**config.mk**
```make
export PLATFORM = sky130hd
export DESIGN_NAME = wfid_done_collector
export DESIGN_NICKNAME = d
export VERILOG_FILES = /design/src/rtl/wfid_done_collector.sv
export SDC_FILE = /design/constraint.sdc
export NUM_CORES = 1
export LEC_CHECK = 0
export ABC_AREA = 1
export CAP_MARGIN = 10
export CELL_PAD_IN_SITES_DETAIL_PLACEMENT = 1
export CELL_PAD_IN_SITES_GLOBAL_PLACEMENT = 1
export CORE_ASPECT_RATIO = 1.25
export CORE_MARGIN = 1.5
export CORE_UTILIZATION = 40
export CTS_CLUSTER_SIZE = 25
export DETAILED_ROUTE_END_ITERATION = 10
export GPL_TIMING_DRIVEN = 0
export PLACE_DENSITY = 0.78
export REMOVE_ABC_BUFFERS = 1
export SYNTH_ARGS = -nofsm -noshare
export SYNTH_HDL_FRONTEND = slang
export SYNTH_SLANG_ARGS = --single-unit
```
**constraint.sdc**
```tcl
create_clock -name clk -period 4.7 [get_ports clk]
set_clock_uncertainty 0.2 [all_clocks]
set_input_delay 1.41 -clock clk [delete_from_list [all_inputs] [get_ports clk]]
set_output_delay 1.41 -clock clk [all_outputs]
set_load 0.02 [all_outputs]
```
**src/rtl/wfid_done_collector.sv**
```systemverilog
`default_nettype none
// ============================================================================
// Module      : wfid_done_collector
// Description : Gathers single-cycle wavefront-done pulses from NUM_PORTS
//               sources into per-port pending registers, arbitrates them
//               round-robin into a small FIFO and presents the head to a
//               valid/ready consumer. Records the first dropped completion.
// Revision    : 1.0 - initial release
// ============================================================================
module wfid_done_collector #(
    parameter int NUM_PORTS  = 8,
    parameter int WFID_WIDTH = 6,
    parameter int FIFO_DEPTH = 4
) (
    input  logic                            clk,
    input  logic                            rst,
    input  logic [NUM_PORTS-1:0]            wfid_done,
    input  logic [NUM_PORTS*WFID_WIDTH-1:0] wfid,
    output logic [NUM_PORTS-1:0]            port_pending,
    output logic                            muxed_wfid_valid,
    output logic [WFID_WIDTH-1:0]           muxed_wfid,
    input  logic                            muxed_wfid_ready,
    output logic [$clog2(FIFO_DEPTH):0]     fifo_count,
    output logic                            overflow_err,
    output logic [$clog2(NUM_PORTS)-1:0]    err_port
);

    localparam int c_PORT_W = $clog2(NUM_PORTS);
    localparam int c_PTR_W  = $clog2(FIFO_DEPTH);
    localparam int c_CNT_W  = c_PTR_W + 1;
    localparam logic [c_CNT_W-1:0]  c_FULL      = c_CNT_W'(FIFO_DEPTH);
    localparam logic [c_PORT_W-1:0] c_LAST_PORT = c_PORT_W'(NUM_PORTS - 1);
    localparam logic [c_PORT_W:0]   c_NPORTS    = (c_PORT_W+1)'(NUM_PORTS);

    // Per-port capture registers
    logic [NUM_PORTS-1:0]  pending_q, pending_d;
    logic [WFID_WIDTH-1:0] pend_id_q [NUM_PORTS];
    logic [WFID_WIDTH-1:0] pend_id_d [NUM_PORTS];
    logic [c_PORT_W-1:0]   last_grant_q, last_grant_d;

    // Output queue
    logic [WFID_WIDTH-1:0] mem_q [FIFO_DEPTH];
    logic [WFID_WIDTH-1:0] mem_d [FIFO_DEPTH];
    logic [c_PTR_W-1:0]    wr_ptr_q, wr_ptr_d;
    logic [c_PTR_W-1:0]    rd_ptr_q, rd_ptr_d;
    logic [c_CNT_W-1:0]    count_q, count_d;

    // Error capture
    logic                  overflow_q, overflow_d;
    logic [c_PORT_W-1:0]   err_port_q, err_port_d;

    // Combinational control
    logic                  w_pop;
    logic                  w_slot;
    logic                  w_found;
    logic                  w_grant_valid;
    logic [c_PORT_W-1:0]   w_grant_idx;
    logic [c_PORT_W:0]     w_cand;
    logic [NUM_PORTS-1:0]  w_drop;
    logic                  w_granted;

    assign w_pop  = (count_q != '0) && muxed_wfid_ready;
    // A full queue still accepts a push when the head leaves in the same cycle
    assign w_slot = (count_q < c_FULL) || w_pop;

    // Round-robin search: first pending port above last_grant, with wrap
    always_comb begin
        w_found     = 1'b0;
        w_grant_idx = '0;
        w_cand      = '0;
        for (int i = 1; i <= NUM_PORTS; i++) begin
            w_cand = {1'b0, last_grant_q} + (c_PORT_W+1)'(i);
            if (w_cand >= c_NPORTS) begin
                w_cand = w_cand - c_NPORTS;
            end
            if (!w_found && pending_q[w_cand[c_PORT_W-1:0]]) begin
                w_found     = 1'b1;
                w_grant_idx = w_cand[c_PORT_W-1:0];
            end
        end
        w_grant_valid = w_found && w_slot;
    end

    // Pending-register update: capture, clear on grant, detect drops
    always_comb begin
        pending_d    = pending_q;
        pend_id_d    = pend_id_q;
        w_drop       = '0;
        w_granted    = 1'b0;
        last_grant_d = w_grant_valid ? w_grant_idx : last_grant_q;
        for (int p = 0; p < NUM_PORTS; p++) begin
            w_granted = w_grant_valid && (w_grant_idx == c_PORT_W'(p));
            if (w_granted) begin
                pending_d[p] = 1'b0;
            end
            if (wfid_done[p]) begin
                // A port being granted this cycle frees its slot for the new event
                if (!pending_q[p] || w_granted) begin
                    pending_d[p] = 1'b1;
                    pend_id_d[p] = wfid[p*WFID_WIDTH +: WFID_WIDTH];
                end else begin
                    w_drop[p] = 1'b1;
                end
            end
        end
    end

    // Sticky overflow flag; err_port latches lowest dropping port on first drop only
    always_comb begin
        overflow_d = overflow_q | (|w_drop);
        err_port_d = err_port_q;
        if (!overflow_q && (|w_drop)) begin
            for (int p = NUM_PORTS - 1; p >= 0; p--) begin
                if (w_drop[p]) begin
                    err_port_d = c_PORT_W'(p);
                end
            end
        end
    end

    // Queue write/read pointers and occupancy
    always_comb begin
        mem_d    = mem_q;
        wr_ptr_d = wr_ptr_q;
        rd_ptr_d = rd_ptr_q;
        count_d  = count_q;
        if (w_grant_valid) begin
            mem_d[wr_ptr_q] = pend_id_q[w_grant_idx];
            wr_ptr_d        = wr_ptr_q + 1'b1;
        end
        if (w_pop) begin
            rd_ptr_d = rd_ptr_q + 1'b1;
        end
        case ({w_grant_valid, w_pop})
            2'b10:   count_d = count_q + 1'b1;
            2'b01:   count_d = count_q - 1'b1;
            default: count_d = count_q;
        endcase
    end

    // State registers; reset gives port 0 first priority
    always_ff @(posedge clk or posedge rst) begin
        if (rst) begin
            pending_q    <= '0;
            last_grant_q <= c_LAST_PORT;
            wr_ptr_q     <= '0;
            rd_ptr_q     <= '0;
            count_q      <= '0;
            overflow_q   <= 1'b0;
            err_port_q   <= '0;
            for (int p = 0; p < NUM_PORTS; p++) begin
                pend_id_q[p] <= '0;
            end
            for (int e = 0; e < FIFO_DEPTH; e++) begin
                mem_q[e] <= '0;
            end
        end else begin
            pending_q    <= pending_d;
            last_grant_q <= last_grant_d;
            wr_ptr_q     <= wr_ptr_d;
            rd_ptr_q     <= rd_ptr_d;
            count_q      <= count_d;
            overflow_q   <= overflow_d;
            err_port_q   <= err_port_d;
            pend_id_q    <= pend_id_d;
            mem_q        <= mem_d;
        end
    end

    assign port_pending     = pending_q;
    assign muxed_wfid_valid = (count_q != '0);
    assign muxed_wfid       = mem_q[rd_ptr_q];
    assign fifo_count       = count_q;
    assign overflow_err     = overflow_q;
    assign err_port         = err_port_q;

endmodule
`default_nettype wire

```
# Word level (Yosys, flattened, before mapping)
# Index checks and enable logic that the tools add are counted.
# word_totals
reg_bits,94
output_inout_bits,22
# classes
add_sub_neg,20
n_lt_le_gt_ge,21
eq_ne,9
n_mux,98
bitwise,4
reduce_logical,58
# ops
cell,n
$mux W3,24
$mux W1,56
$ge A4 B4 Y1 const B,9
$lt A3 B4 Y1 const B,8
$mux W6,5
$sub A3 B1 Y3 const B,9
$bmux W1 S3,8
$bwmux W24,1
$logic_and A1 B1 Y1,19
$bmux W6 S3,1
$reduce_and A2 Y1,9
$add A3 B3 Y4 const B,4
$logic_not A1 Y1,16
$bmux W6 S2,1
$demux W6 S2,1
$eq A3 B3 Y1 const B,4
$logic_or A1 B1 Y1,9
$add A3 B2 Y4 const B,2
$reduce_bool A8 Y1,1
$reduce_or A8 Y1,1
$eq A3 B2 Y1 const B,2
$ge A3 B3 Y1 const B,2
$not A2 Y3,2
$pmux W3 S2,1
other kinds (14),15

# Longest topological paths before layout
# logic_depth
ltp_word,40
ltp_mapped,28
ltp_nobuf,26

# Worst setup path before layout
# Ideal clock, no wire load.
# synth_timing
path_kind,register to register
startpoint,reg last_grant_q[0]
endpoint,reg count_q[2] (netlist: fifo_count[2])
setup_ns,0.131
t_arrival_ns,3.187
required_ns,4.369
slack_ns,1.182
stages_incl_launch_ff,19
cell_sequence,dfstp_2 -> inv_2 -> buf_6 -> ha_1 -> inv_1 -> nand3_1 -> nand3_1 -> nand2_2 -> nor2_4 -> nand4_4 -> nor2_4 -> nand3_1 -> nand2_2 -> ha_1 -> inv_1 -> fa_1 -> a21oi_1 -> o21ai_0 -> xor2_1
# synth_via
elab_chain_len,30
word_cells_on_any_way,75
classes_between,add/sub (16); order compare (8); eq/ne (2); mux (33); reduce/logical (16)
# synth_lines
item,line_no,text
start: declaration,39,"logic [c_PORT_W-1:0] last_grant_q, last_grant_d;"
start signal: assignment,145,last_grant_q <= c_LAST_PORT;
start signal: assignment,159,last_grant_q <= last_grant_d;
$add A3 B1 Y4,72,"w_cand = {1'b0, last_grant_q} + (c_PORT_W+1)'(i);"
$ge A4 B4 Y1 or $sub A3 B1 Y3 (tied branches),"73, 74",
$mux W3,73,if (w_cand >= c_NPORTS) begin
$bmux W1 S3,76,if (!w_found && pending_q[w_cand[c_PORT_W-1:0]]) begin
$mux W1 (implied by the code),76,
$mux W1,76,
$logic_not A1 Y1,76,
$logic_and A1 B1 Y1,76,
(+14 left out),n/a,
$logic_and A1 B1 Y1,76,
$mux W1,76,
$logic_not A1 Y1,76,
$logic_and A1 B1 Y1,76,
$mux W1 *,76,
$logic_and A1 B1 Y1 *,81,w_grant_valid = w_found && w_slot;
$eq A2 B1 Y1 or $eq A2 B2 Y1 (tied branches),134,"case ({w_grant_valid, w_pop})"
$pmux W3 S2 or $reduce_bool A2 Y1 (tied branches),n/a,
end signal: assignment,162,count_q <= count_d;
end: declaration,46,"logic [c_CNT_W-1:0] count_q, count_d;"
# Every way passes the cells marked *; elsewhere a longest branch is shown, timed or not. The select of a mux whose other input is x is not followed.
# A chain may end at the register's enable or synchronous reset.

# Final worst setup path
# Ends and elaborated chain as after synthesis.

==> flow_summary.ini <==
[outcome]
status = finished, final reports clean

[critical_path]
regToRegStartpoint = last_grant_q[0]
reg2reg_slack_ns = 0.36
cp-start-kind = flop
arrival_ns = 4.37
reg2reg_to = fifo_count[2]
cp-end-kind = flop
path_max_fanout = 15
crit_chain = inv_2, ha_1, inv_1, nand3_1, nand3_1, nand2_2, nor2_4, nand4_4, nor2_4, nand3_1, nand2_2, ha_1, inv_1, fa_1, a21oi_1, o21ai_0, xor2_1
worstSetupPathType = flop to flop
cp_slowest_cell = dfstp_4
reg2reg_depth = 17
worstPathRequired_ns = 4.72
crit_path_start = last_grant_q[0]
cpPeakStageDelay_ns = 0.73
cp_num_buf_inv = 3
cpMostUsedCell = nand3_1
crit_family = simple AND/OR/NAND/NOR gates

[grt]
grt_pass1_wl_mm = 25.6
overflow = 0
antenna_found_initial = 0
grt_util_all_layers_pct = 23.6
grt_start_max_net_pins = 72
grt_pass1_vias = 5075

[sta]
rsz0062_at_grt = no
hold_viol_final = 0
tightest_slew_ns = 0.485
fmaxAchievable_mhz = 230
drv_slew = 0
fin_crit_ns = 4.34
relSlewSlack_pct = 67.6
setup_viol = 0
period_share_pct = 92.4

[clocking]
cts-buffers-inserted = 9
htreeDepth = 3
cts_tree = done
cts.sinks = 94
cts_max_path_buffers = 2
clock-root-buffer = clkbuf_16
path_clk_slew_ns = 0.07
hold_buffers = 0
clock_latency_ns = 0.34

[synthesis]
synth_area_leaders = dfrtp_1 43%, nand2_1 13%, nand3_1 6.2%, inv_1 4.4%, mux2_2 3.4%
yosysMostFrequentCell = nand2_1
synth_top_flop_cell = dfrtp_1
synthDistinctLibCells = 39
syn-cell-area_mm2 = 0.00529
yosysTopAreaCell = dfrtp_1
syn_inst = 630
synth_top_cell_area_share_pct = 43.0
synthArstFlopShare_pct = 100
syn_avg_cell_area_um2 = 8.40
synth_edf_count = 0
yosys_warnings = 0
ys_top_cells_by_count = 180 x nand2_1, 91 x dfrtp_1, 66 x nand3_1
ys_ff_latch = 94
synth.yosys.seq_area_share_pct = 44.5

[floorplan]
dieHeight_um = 132
core_mm2 = 0.0128
num_io_pins = 81
dieArea_mm2 = 0.0139
start_util_pct = 41.4
die_w_um = 106
fp-row-count = 46

[place]
hpwl_mm = 11.8
place_area_mm2 = 0.00625
port_buffers = 80
finalWeightedCongestion = 0.850
placed_cells = 867

[route]
drt_iter0_drc = 250
postRouteAntennaNets = 0
drt_wl_total_mm = 15.8
via_count = 4689
vias_per_cell = 5.24
route.detailed.drc = 0
wl_per_cell_um = 17.7
dr.pass1.iters = 4

[finish]
layoutNonFillerInstCount = 894
fill_cells = 1536
finalNetCount = 788
register_area_mm2 = 0.00236
drive_above_1_share_pct = 14.2
area_growth_pct = 26.8
final_area_mm2 = 0.00671
antenna_cells = 0
multiInputGateArea_mm2 = 0.00261

[min_path]
worstHoldEndpoint = mem_q[7]
min_from = mem_q[7]
hold_depth = 2
hold_path_class = flop to flop

[flow_run]
max-cap-violations = 0
==> cell families (layout without fill, tap and decap cells) <==
kind of cell | after synthesis | in the layout | synth area share [%]
DFF | 94 | 94 | 44.5
muxes | 25 | 25 | 5.32
buffers and inverters | 81 | 177 | 6.45
adders and majority gates | 8 | 8 | 2.03
AOI/OAI and AO/OA | 75 | 75 | 8.96
and+or+nand+nor | 339 | 339 | 31.4
xor gates and xnor gates | 8 | 8 | 1.32
==> flip-flops by register name, summed over array words and instances, names as in the netlist <==
register and count:
overflow_err 1, wr_ptr_q 2, mem_q 24, err_port 3
last_grant_q 3, rd_ptr_q 2, fifo_count 3, pend_id_q 48
port_pending 8
==> layer usage <==
| layer | vias up | wire length (um) | track usage, % |
|---|---|---|---|
| li1 | 2236 | - | - |
| met1 | 2363 | 6440 | 28.0 |
| met2 | 68 | 8770 | 43.8 |
| met3 | 22 | 298 | 1.74 |
| met4 | 0 | 271 | 8.93 |
| met5 | - | 0 | 0 |
==> worst max path at each step <==
stage	depth (start not counted)	slack (ns)	endpoint
finish	17	0.36	fifo_count[2]
global route	20	0.05	err_port[0]
CTS	18	0.04	pend_id_q[23]
detailed placement	18	0.09	pend_id_q[23]
global placement	2	-0.86	overflow_err
floorplan	1	0.65	err_port[0]
==> placed cells by master (no fill, tap or decap), types with 11 or more instances in the layout <==
cell / Yosys / layout
clkdlybuf4s50_1: 0 / 80
nand4_1: 12 / 12
nor2_4: 10 / 11
a21oi_1: 18 / 18
nor2_1: 37 / 37
dfrtp_1: 91 / 91
o21ai_0: 27 / 27
nand3_1: 66 / 66
inv_1: 62 / 61
mux2_2: 16 / 16
nand2_1: 180 / 180
nand2_2: 14 / 14
==> cell type report <==
cell class                      count  share of cell area [%]
Multi-Input combinational cell    455                    38.9
Tap cell                          168                    3.13
Timing Repair Buffer               92                    14.1
Clock buffer                       11                    3.62
Inverter                           69                    3.90
Sequential cell                    94                    35.2
Clock inverter                      5                    1.21
==> stage by stage <==
step	utilization, %	setup TNS, ns	hold WS, ns	setup WS (ns)
6_report	52.5	0	0.280	0.357
5_1_grt	52.5	0	0.293	0.0504
4_1_cts	51.5	0	0.283	0.0418
3_5_place_dp	48.9	0	0.266	0.0946
3_3_place_gp	48.7	-77.05	0.259	-0.858
2_1_floorplan	-	0	0.244	0.646
==> what timing repair did <==
item,in CTS,in global routing
resized for setup,0,3
endpoints found under the setup margin,0,40
setup buffers,0,11
==> worst register-to-register path, stage by stage, from the launching register on <==
cell	delay, ns
dfstp_4	0.73
inv_2	0.17
ha_1	0.44
inv_1	0.25
nand3_1	0.15
nand3_1	0.14
nand2_2	0.14
nor2_4	0.19
nand4_4	0.11
nor2_4	0.17
nand3_1	0.16
nand2_2	0.27
ha_1	0.20
inv_1	0.07
fa_1	0.40
a21oi_1	0.17
o21ai_0	0.12
xor2_1	0.15
Power is not shown: default switching activity piles up to over one toggle a cycle in this logic, so the estimate is an artifact.
